===== config.mk =====
export PLATFORM = sky130hd
export DESIGN_NAME = lu_rmw_pipeline_flat
export DESIGN_NICKNAME = d
export VERILOG_FILES = /design/src/rtl/lu_rmw_pipeline_pkg.sv /design/src/rtl/lu_rmw_pipeline_if.sv /design/src/rtl/lu_rmw_pipeline_mem2p.sv /design/src/rtl/lu_rmw_pipeline.sv /design/src/flat_wrapper.sv
export SDC_FILE = /design/constraint.sdc
export NUM_CORES = 2
export LEC_CHECK = 0
export CAP_MARGIN = 20
export CORE_AREA = 2 2 607 609
export DETAILED_ROUTE_END_ITERATION = 8
export DIE_AREA = 0 0 609 611
export GPL_ROUTABILITY_DRIVEN = 0
export PLACE_DENSITY = 0.59
export SYNTH_ARGS = -nofsm -noshare
export SYNTH_HDL_FRONTEND = slang
export SYNTH_SLANG_ARGS = --single-unit

===== constraint.sdc =====
create_clock -name clk -period 11 [get_ports clk]
set_input_delay 2.75 -clock clk [delete_from_list [all_inputs] [get_ports clk]]
set_output_delay 2.75 -clock clk [all_outputs]
set_load 0.005 [all_outputs]

===== src/rtl/lu_rmw_pipeline_pkg.sv =====
// Shared types and arithmetic for the read-modify-write pipeline.
// Latency: n/a (types and a pure function).
// Backpressure: n/a.
package lu_rmw_pkg;

    // Widest operand and address supported. Stage records are sized to these.
    localparam int MAX_W  = 64;
    localparam int MAX_AW = 32;

    typedef enum logic [1:0] {
        OP_INC = 2'b00,
        OP_ADD = 2'b01,
        OP_SUB = 2'b10,
        OP_WR  = 2'b11
    } op_e;

    typedef enum logic {
        ST_INIT = 1'b0,
        ST_RUN  = 1'b1
    } state_e;

    typedef struct packed {
        logic              valid;
        logic [MAX_AW-1:0] addr;
        op_e               op;
        logic [MAX_W-1:0]  operand;
    } stage_t;

    // Applies op to old_v on a dw-bit word.
    // Carry and borrow are taken from bit dw of a dw+1 bit intermediate.
    // With sat set, overflow clamps to all-ones and SUB underflow clamps to 0.
    function automatic logic [MAX_W-1:0] rmw_calc(
        input op_e              op,
        input logic [MAX_W-1:0] old_v,
        input logic [MAX_W-1:0] opnd,
        input int               dw,
        input logic             sat
    );
        logic [MAX_W:0] one_w;
        logic [MAX_W:0] mask_w;
        logic [MAX_W:0] a;
        logic [MAX_W:0] b;
        logic [MAX_W:0] wide;
        logic           carry;
        one_w  = {{MAX_W{1'b0}}, 1'b1};
        mask_w = (one_w << dw) - one_w;
        a      = {1'b0, old_v} & mask_w;
        b      = {1'b0, opnd} & mask_w;
        case (op)
            OP_INC:  wide = a + one_w;
            OP_ADD:  wide = a + b;
            OP_SUB:  wide = a - b;
            default: wide = b;
        endcase
        // A borrow fills every bit above dw, so testing bit dw covers both directions.
        carry = ((wide >> dw) & one_w) != '0;
        if (sat && carry) begin
            wide = (op == OP_SUB) ? '0 : mask_w;
        end
        return wide[MAX_W-1:0] & mask_w[MAX_W-1:0];
    endfunction

endpackage


===== src/rtl/lu_rmw_pipeline_if.sv =====
// Request and result streams of the read-modify-write pipeline.
// Latency: n/a (wiring only).
// Backpressure: in_ready is driven by the pipeline; the result side has no ready.
interface lu_rmw_pipeline_if #(
    parameter int DATA_W = 16,
    parameter int ADDR_W = 8
);
    logic              in_valid;
    logic              in_ready;
    logic [ADDR_W-1:0] in_addr;
    logic [1:0]        in_op;
    logic [DATA_W-1:0] in_operand;
    logic              out_valid;
    logic [ADDR_W-1:0] out_addr;
    logic [DATA_W-1:0] out_data;
    logic              init_done;

    modport master (
        output in_valid, in_addr, in_op, in_operand,
        input  in_ready, out_valid, out_addr, out_data, init_done
    );

    modport slave (
        input  in_valid, in_addr, in_op, in_operand,
        output in_ready, out_valid, out_addr, out_data, init_done
    );
endinterface


===== src/rtl/lu_rmw_pipeline_mem2p.sv =====
// Generic dual-port memory: port 0 read-only with a registered address, port 1 write-only.
// Latency: read data follows the address one clock later and shows same-edge writes.
// Backpressure: none.
module lu_mem2p #(
    parameter int DATA_W = 16,
    parameter int ADDR_W = 8
) (
    input  logic              clk,
    input  logic [ADDR_W-1:0] raddr_i,
    output logic [DATA_W-1:0] rdata_o,
    input  logic              we_i,
    input  logic [ADDR_W-1:0] waddr_i,
    input  logic [DATA_W-1:0] wdata_i
);
    logic [DATA_W-1:0] mem_q [2**ADDR_W];
    logic [ADDR_W-1:0] raddr_q;

    // Register the read address and commit any write.
    always_ff @(posedge clk) begin
        raddr_q <= raddr_i;
        if (we_i) begin
            mem_q[waddr_i] <= wdata_i;
        end
    end

    assign rdata_o = mem_q[raddr_q];
endmodule


===== src/rtl/lu_rmw_pipeline.sv =====
// Read-modify-write pipeline (INC/ADD/SUB/WR) over an internal memory, with a clear sweep after reset.
// Latency: accept at edge k -> out_valid after edge k+3; the memory write commits at edge k+4.
// Backpressure: in_ready is low only during the clear sweep; results cannot be stalled.
module lu_rmw_pipeline #(
    parameter int DATA_W = 16,
    parameter int ADDR_W = 8,
    parameter int SAT    = 0
) (
    input  logic             clk,
    input  logic             rst,
    lu_rmw_pipeline_if.slave bus
);
    import lu_rmw_pkg::*;

    state_e            state_q, state_d;
    logic [ADDR_W-1:0] sweep_q, sweep_d;

    stage_t            s0_d, s0_q, s1_q, s2_q;
    logic              s3_vld_q;
    logic [MAX_AW-1:0] s3_addr_q;
    logic [DATA_W-1:0] res_q, res_d;
    logic [DATA_W-1:0] old_q, old_sel, old_use, rd_dat;

    // Write-back copy of the last committed result, and one more cycle of history after it.
    logic              wb_vld_q, byp_vld_q;
    logic [MAX_AW-1:0] wb_addr_q, byp_addr_q;
    logic [DATA_W-1:0] wb_dat_q, byp_dat_q;

    logic              mem_we;
    logic [ADDR_W-1:0] mem_waddr;
    logic [DATA_W-1:0] mem_wdat;
    logic              run, accept;

    assign run            = (state_q == ST_RUN) && !rst;
    assign accept         = bus.in_valid && run;
    assign bus.in_ready   = run;
    assign bus.init_done  = run;
    assign bus.out_valid  = s3_vld_q && !rst;
    assign bus.out_addr   = rst ? '0 : ADDR_W'(s3_addr_q);
    assign bus.out_data   = rst ? '0 : res_q;

    // FSM state and sweep counter.
    always_ff @(posedge clk) begin
        if (rst) begin
            state_q <= ST_INIT;
            sweep_q <= '0;
        end else begin
            state_q <= state_d;
            sweep_q <= sweep_d;
        end
    end

    // Next state and write-port ownership: the sweep in INIT, the S3 result in RUN.
    always_comb begin
        state_d   = state_q;
        sweep_d   = sweep_q;
        mem_we    = 1'b0;
        mem_waddr = ADDR_W'(s3_addr_q);
        mem_wdat  = res_q;
        case (state_q)
            ST_INIT: begin
                mem_we    = 1'b1;
                mem_waddr = sweep_q;
                mem_wdat  = '0;
                sweep_d   = sweep_q + 1'b1;
                if (sweep_q == '1) begin
                    state_d = ST_RUN;
                end
            end
            default: begin
                mem_we = s3_vld_q;
            end
        endcase
        // A request caught by reset must never reach memory.
        if (rst) begin
            mem_we = 1'b0;
        end
    end

    // Capture an accepted request into S0.
    always_comb begin
        s0_d = '0;
        if (accept) begin
            s0_d.valid   = 1'b1;
            s0_d.addr    = MAX_AW'(bus.in_addr);
            s0_d.op      = op_e'(bus.in_op);
            s0_d.operand = MAX_W'(bus.in_operand);
        end
    end

    // S2 old-value select for the request in S1.
    // Later assignments win, so the youngest older match takes priority.
    // A distance-1 request is still in S2 and is resolved in old_use.
    always_comb begin
        old_sel = rd_dat;
        if (byp_vld_q && (byp_addr_q == s1_q.addr)) old_sel = byp_dat_q;
        if (wb_vld_q && (wb_addr_q == s1_q.addr))   old_sel = wb_dat_q;
        if (s3_vld_q && (s3_addr_q == s1_q.addr))   old_sel = res_q;
    end

    // S3 compute: the S3 result register overrides when the request just ahead hit the same word.
    always_comb begin
        old_use = (s3_vld_q && (s3_addr_q == s2_q.addr)) ? res_q : old_q;
        res_d   = DATA_W'(rmw_calc(s2_q.op, MAX_W'(old_use), s2_q.operand, DATA_W, SAT != 0));
    end

    // Advance the stages. Reset drops everything in flight.
    always_ff @(posedge clk) begin
        if (rst) begin
            s0_q       <= '0;
            s1_q       <= '0;
            s2_q       <= '0;
            old_q      <= '0;
            s3_vld_q   <= 1'b0;
            s3_addr_q  <= '0;
            res_q      <= '0;
            wb_vld_q   <= 1'b0;
            wb_addr_q  <= '0;
            wb_dat_q   <= '0;
            byp_vld_q  <= 1'b0;
            byp_addr_q <= '0;
            byp_dat_q  <= '0;
        end else begin
            s0_q       <= s0_d;
            s1_q       <= s0_q;
            s2_q       <= s1_q;
            old_q      <= old_sel;
            s3_vld_q   <= s2_q.valid;
            s3_addr_q  <= s2_q.addr;
            res_q      <= res_d;
            wb_vld_q   <= s3_vld_q;
            wb_addr_q  <= s3_addr_q;
            wb_dat_q   <= res_q;
            byp_vld_q  <= wb_vld_q;
            byp_addr_q <= wb_addr_q;
            byp_dat_q  <= wb_dat_q;
        end
    end

    lu_mem2p #(
        .DATA_W (DATA_W),
        .ADDR_W (ADDR_W)
    ) u_mem (
        .clk     (clk),
        .raddr_i (ADDR_W'(s0_q.addr)),
        .rdata_o (rd_dat),
        .we_i    (mem_we),
        .waddr_i (mem_waddr),
        .wdata_i (mem_wdat)
    );
endmodule


===== src/flat_wrapper.sv =====
// flat-port wrapper written by rule: the top's interface ports become plain ports
module lu_rmw_pipeline_flat import lu_rmw_pkg::*;
#(
    parameter int DATA_W = 16,
    parameter int ADDR_W = 8,
    parameter int SAT    = 0
)
  (clk, rst, bus_in_valid, bus_in_addr, bus_in_op, bus_in_operand, bus_in_ready, bus_out_valid, bus_out_addr, bus_out_data, bus_init_done);
  lu_rmw_pipeline_if #(.DATA_W(DATA_W), .ADDR_W(ADDR_W)) bus_i ();
  input  logic clk;
  input  logic rst;
  input wire logic [$bits(bus_i.in_valid)-1:0] bus_in_valid;
  input wire logic [$bits(bus_i.in_addr)-1:0] bus_in_addr;
  input wire logic [$bits(bus_i.in_op)-1:0] bus_in_op;
  input wire logic [$bits(bus_i.in_operand)-1:0] bus_in_operand;
  output wire logic [$bits(bus_i.in_ready)-1:0] bus_in_ready;
  output wire logic [$bits(bus_i.out_valid)-1:0] bus_out_valid;
  output wire logic [$bits(bus_i.out_addr)-1:0] bus_out_addr;
  output wire logic [$bits(bus_i.out_data)-1:0] bus_out_data;
  output wire logic [$bits(bus_i.init_done)-1:0] bus_init_done;
  assign bus_i.in_valid = bus_in_valid;
  assign bus_i.in_addr = bus_in_addr;
  assign bus_i.in_op = bus_in_op;
  assign bus_i.in_operand = bus_in_operand;
  assign bus_in_ready = bus_i.in_ready;
  assign bus_out_valid = bus_i.out_valid;
  assign bus_out_addr = bus_i.out_addr;
  assign bus_out_data = bus_i.out_data;
  assign bus_init_done = bus_i.init_done;
  lu_rmw_pipeline #(.DATA_W(DATA_W), .ADDR_W(ADDR_W), .SAT(SAT)) u_core (.clk(clk), .rst(rst), .bus(bus_i));
endmodule

==> flow_summary.html <==
<table>
<tr><th>Metric</th><th>Value</th></tr>
<tr><th colspan="2">Run status</th></tr>
<tr><td>Result of the run</td><td>finished, violations left</td></tr>
<tr><td>Violations in the final reports</td><td>max-slew violations</td></tr>
<tr><th colspan="2">Clocking</th></tr>
<tr><td>CTS resizes</td><td>0</td></tr>
<tr><td>CTS Buf Count</td><td>about 430</td></tr>
<tr><td>Root buffer selected by CTS</td><td>sky130_fd_sc_hd__clkbuf_16</td></tr>
<tr><td>CTS clock-pin slew for the worst setup and hold paths</td><td>about 60 ps</td></tr>
<tr><td>Clock Tree Buf Depth</td><td>4</td></tr>
<tr><td>CTS H-tree depth</td><td>5</td></tr>
<tr><td>CTS tree</td><td>built</td></tr>
<tr><td>Post-CTS Repair Setup Buffers</td><td>0</td></tr>
<tr><td>Clk Latency, worst-skew pair</td><td>~980 ps</td></tr>
<tr><td>CTS Sinks</td><td>4285</td></tr>
<tr><td>Number of hold-repair buffers added at the cts stage</td><td>0</td></tr>
<tr><th colspan="2">Worst setup path</th></tr>
<tr><td>Endpoint of the most critical register-to-register path</td><td>u_core.old_q[7]</td></tr>
<tr><td>Maximum fanout along the worst path</td><td>112</td></tr>
<tr><td>Endpoint required time on the critical path</td><td>8250 ps</td></tr>
<tr><td>Crit path arrival time</td><td>between 4000 and 5000 ps</td></tr>
<tr><td>Worst r2r path cells</td><td>7</td></tr>
<tr><td>Setup slack of the most critical reg-to-reg path</td><td>5710 ps</td></tr>
<tr><td>Kind of start point of the critical path</td><td>input port</td></tr>
<tr><td>Class of the most critical setup path</td><td>input port to output pin</td></tr>
<tr><td>Type of element capturing the critical path</td><td>output pin</td></tr>
<tr><th colspan="2">STA</th></tr>
<tr><td>Worst-margin pin slew</td><td>1560 ps</td></tr>
<tr><td>RSZ-0062 raised after global routing</td><td>no</td></tr>
<tr><td>Max Transition Viols Final</td><td>32</td></tr>
<tr><td>Setup ws final</td><td>4020 ps</td></tr>
<tr><td>Post-route clock skew</td><td>around 56 ps</td></tr>
<tr><td>Max transition margin</td><td>-4.08%</td></tr>
<tr><td>Top achievable clock speed</td><td>143 MHz</td></tr>
<tr><td>Final worst-path cycle share</td><td>between 60% and 70%</td></tr>
<tr><td>Count of endpoints failing hold in the final timing report</td><td>0</td></tr>
<tr><td>Final setup fails</td><td>0</td></tr>
<tr><td>Setup_tns</td><td>0 ps</td></tr>
<tr><td>Min Clock Period, post-route</td><td>6980 ps</td></tr>
<tr><th colspan="2">Yosys</th></tr>
<tr><td>Cells after Synth</td><td>7177</td></tr>
<tr><td>EDFF count, synth</td><td>~4100</td></tr>
<tr><td>Syn Nets</td><td>approximately 7200</td></tr>
<tr><td>Post-synthesis instance area</td><td>0.164 sq mm</td></tr>
<tr><td>Mean Syn Cell Area</td><td>~23 sq um</td></tr>
<tr><td>Number of flip-flops and latches in the synthesized netlist</td><td>approximately 4300</td></tr>
<tr><td>Share of synthesized registers carrying an async set or reset</td><td>0%</td></tr>
<tr><td>Fraction of synthesized cell area taken by the top area cell type</td><td>75.1%</td></tr>
<tr><td>Sequential area share after synthesis</td><td>slightly below 80%</td></tr>
<tr><td>Synth Flop Type</td><td>sky130_fd_sc_hd__edfxtp_1</td></tr>
<tr><td>Netlist cell types</td><td>61</td></tr>
<tr><td>Largest cells by area after synthesis</td><td>sky130_fd_sc_hd__edfxtp_1 (75%), sky130_fd_sc_hd__mux4_2 (17%), sky130_fd_sc_hd__dfxtp_1 (2.3%)</td></tr>
<tr><td>YS warnings</td><td>0</td></tr>
<tr><td>Synth area leader</td><td>sky130_fd_sc_hd__edfxtp_1</td></tr>
<tr><th colspan="2">Drt</th></tr>
<tr><td>DRC marker count from the first detailed-route iteration</td><td>just under 10000</td></tr>
<tr><td>DR pass1 iterations</td><td>6</td></tr>
<tr><td>Detail Route Antenna Nets</td><td>0</td></tr>
<tr><td>Post-detailed-route wirelength per cell</td><td>around 33 microns</td></tr>
<tr><td>Drt drc</td><td>0</td></tr>
<tr><td>Avg Vias per Cell</td><td>6.03</td></tr>
<tr><td>Detailed-route wire length</td><td>about 420000 microns</td></tr>
<tr><td>Total number of vias</td><td>between 70000 and 80000</td></tr>
<tr><th colspan="2">Power and ir drop</th></tr>
<tr><td>Switch Pwr</td><td>about 6300 uW</td></tr>
<tr><td>Worst vdd rail ir drop</td><td>between 0.0001 and 0.00015 V</td></tr>
<tr><td>Power density cells</td><td>173 mW/mm^2</td></tr>
<tr><td>Switching share of power</td><td>between 10% and 20%</td></tr>
<tr><td>Clock group share of total power</td><td>45.0%</td></tr>
<tr><td>Leak pwr</td><td>0.0672 uW</td></tr>
<tr><td>Gate power share</td><td>less than 1%</td></tr>
<tr><td>Power share of the sequential group</td><td>54.6%</td></tr>
<tr><td>Design internal power</td><td>around 26000 uW</td></tr>
<tr><th colspan="2">Final layout</th></tr>
<tr><td>Layout overhead on the synthesized area</td><td>13.7%</td></tr>
<tr><td>Register area</td><td>0.127 sq mm</td></tr>
<tr><td>Number of filler instances in the final layout</td><td>about 28000</td></tr>
<tr><td>Utilization after layout</td><td>between 50% and 60%</td></tr>
<tr><td>Number of nets at the end of the flow</td><td>slightly below 8000</td></tr>
<tr><td>Area of combinational cells with multiple inputs</td><td>around 0.035 sq mm</td></tr>
<tr><td>Share of final-layout standard cells stronger than drive strength 1</td><td>between 20% and 30%</td></tr>
<tr><td>Leading cell type in the layout, fill and taps excluded</td><td>sky130_fd_sc_hd__edfxtp_1</td></tr>
<tr><td>Commonest cells after routing, fill and taps aside</td><td>sky130_fd_sc_hd__edfxtp_1 (4096), sky130_fd_sc_hd__mux4_2 (1223), sky130_fd_sc_hd__clkbuf_16 (439), sky130_fd_sc_hd__buf_4 (359), sky130_fd_sc_hd__nor2_1 (315)</td></tr>
<tr><th colspan="2">Worst hold path</th></tr>
<tr><td>Hold Path Class</td><td>register to register</td></tr>
<tr><td>Cell count of the worst hold path</td><td>0</td></tr>
<tr><td>Startpoint of the lowest-slack hold path</td><td>u_core.s0_q[68]</td></tr>
<tr><th colspan="2">Placement</th></tr>
<tr><td>Setup slack after placement</td><td>4050 ps</td></tr>
<tr><td>HPWL Detailed</td><td>254000 microns</td></tr>
<tr><td>Count of port buffers added during placement</td><td>55</td></tr>
<tr><th colspan="2">Floorplanning</th></tr>
<tr><td>X dimension of the die</td><td>~600 microns</td></tr>
<tr><td>Die ar.</td><td>about 0.37 sq mm</td></tr>
<tr><td>Cell row count</td><td>roughly 220</td></tr>
<tr><td>Vertical extent of the die</td><td>slightly above 600 microns</td></tr>
<tr><td>Effective utilization at floorplan</td><td>~45%</td></tr>
<tr><td>Area of the core</td><td>0.365 sq mm</td></tr>
<tr><td>Ports placed on the boundary</td><td>56</td></tr>
<tr><th colspan="2">Global route</th></tr>
<tr><td>Number of antenna violations at the first check in global routing</td><td>16</td></tr>
<tr><td>Overflow left after global routing</td><td>0</td></tr>
<tr><td>Via count of the first global-routing pass</td><td>just under 80000</td></tr>
<tr><td>Pin count of the biggest net entering global routing</td><td>208</td></tr>
<tr><td>Global router's overall resource usage</td><td>about 22%</td></tr>
<tr><td>Wire length of the first global-routing pass</td><td>roughly 600000 microns</td></tr>
<tr><th colspan="2">Job</th></tr>
<tr><td>Max-capacitance violation count</td><td>0</td></tr>
</table>
## logic make-up (layout without fill, tap and decap cells)
logic type | after synthesis | in the layout | synth area share, %
other | 0 | 1 | 0
multiplexers | 1327 | 1327 | 17.5
flip-flops | 4285 | 4285 | 77.4
AO/OA/AOI/OAI | 325 | 325 | 1.42
adder cells (fa/ha/maj) | 21 | 21 | 0.165
buffers and inverters | 418 | 1250 | 1.05
AND/OR/NAND/NOR | 758 | 758 | 2.23
XOR/XNOR | 43 | 43 | 0.230
## registers in the layout (all words and copies together), names as in the netlist, 16 cells and up, named ones only
| name | count |
|---|---|
| u_core.u_mem.mem_q | 4096 |
| u_core.res_q | 16 |
| u_core.s2_q | 27 |
| u_core.s0_q | 27 |
| u_core.wb_dat_q | 16 |
| u_core.s1_q | 27 |
| u_core.byp_dat_q | 16 |
| u_core.old_q | 16 |
## power by group through the flow
| stage | Clock (uW) | Combinational (uW) | Sequential (uW) |
|---|---|---|---|
| 2_1_floorplan | 0 | 57.3 | 18000 |
| 3_3_place_gp | 0 | 124 | 18000 |
| 3_5_place_dp | 0 | 128 | 18000 |
| 4_1_cts | 14800 | 129 | 17600 |
| 5_1_grt | 15400 | 138 | 17600 |
| 6_report | 14500 | 131 | 17600 |
## cells in the mapped netlist, drive strengths merged, types with 2 or more instances
library cell  count
a21oi            34
xor2              5
a31oi            16
mux4           1223
nor4             11
o21ai            17
mux2             15
nor2b           151
nor4b             2
a211oi           41
nor2            338
o32ai            12
mux2i            89
xnor2            38
buf             179
nand2b           11
a21o             12
o21a              4
and2             19
nand3            17
nand4            15
nand2            88
a41o              7
inv              18
nor3b             6
nand4b            2
or3              18
a22oi            31
o22ai            65
or4               2
or2               2
nor3             39
a22o             18
o211ai           18
nand3b            7
dfxtp           189
and3             29
ha               20
a221oi           16
a32o              2
a2111oi          18
clkbuf          220
edfxtp         4096
o31ai             5
## metrics by stage
| stage | instance area, sq um | hold WS (ps) | std cells | total power (uW) |
|---|---|---|---|---|
| after detailed placement | 172000 | 338 | 12031 | 18100 |
| after CTS | 186000 | 354 | 12819 | 32500 |
| after global placement | 172000 | 339 | 12023 | 18100 |
| after floorplan | 164000 | 324 | 7177 | 18000 |
| after global routing | 186000 | 358 | 12826 | 33100 |
| final | 186000 | 356 | 12826 | 32300 |
## area by class of cell
type                       count  area share [%]
clock inverter               267            1.39
inverter                      19          0.0383
antenna                        1         0.00134
multi-input combinational   2474            19.0
tap                         4816            3.24
timing repair buffer         443            2.07
sequential                  4285            68.1
clock buffer                 521            6.12
## critical path, stage by stage
cell,delay (ps)
sky130_fd_sc_hd__buf_6,570
sky130_fd_sc_hd__nor2b_1,130
sky130_fd_sc_hd__buf_4,250
sky130_fd_sc_hd__clkdlybuf4s50_1,470
## worst max-delay path by stage
| stage | startpoint | end | slack, ps |
|---|---|---|---|
| after floorplan | rst | bus_out_addr[3] | 4590 |
| after global placement | rst | bus_init_done | 4090 |
| after detailed placement | rst | bus_in_ready | 4050 |
| after CTS | rst | bus_in_ready | 4050 |
| after global routing | rst | bus_init_done | 3950 |
| final | rst | bus_in_ready | 4020 |
## per-layer routing
metal	wire [microns]	share of wire, %	vias to the layer above	global-route usage, %
met5	13	0.0031	-	0
met4	12100	2.9	2	6.15
met3	34300	8.1	570	3.77
met2	196000	46	3334	34.5
met1	179000	43	42084	33.5
li1	-	-	31375	-
Note: power is estimated with default switching activity, not from simulation.
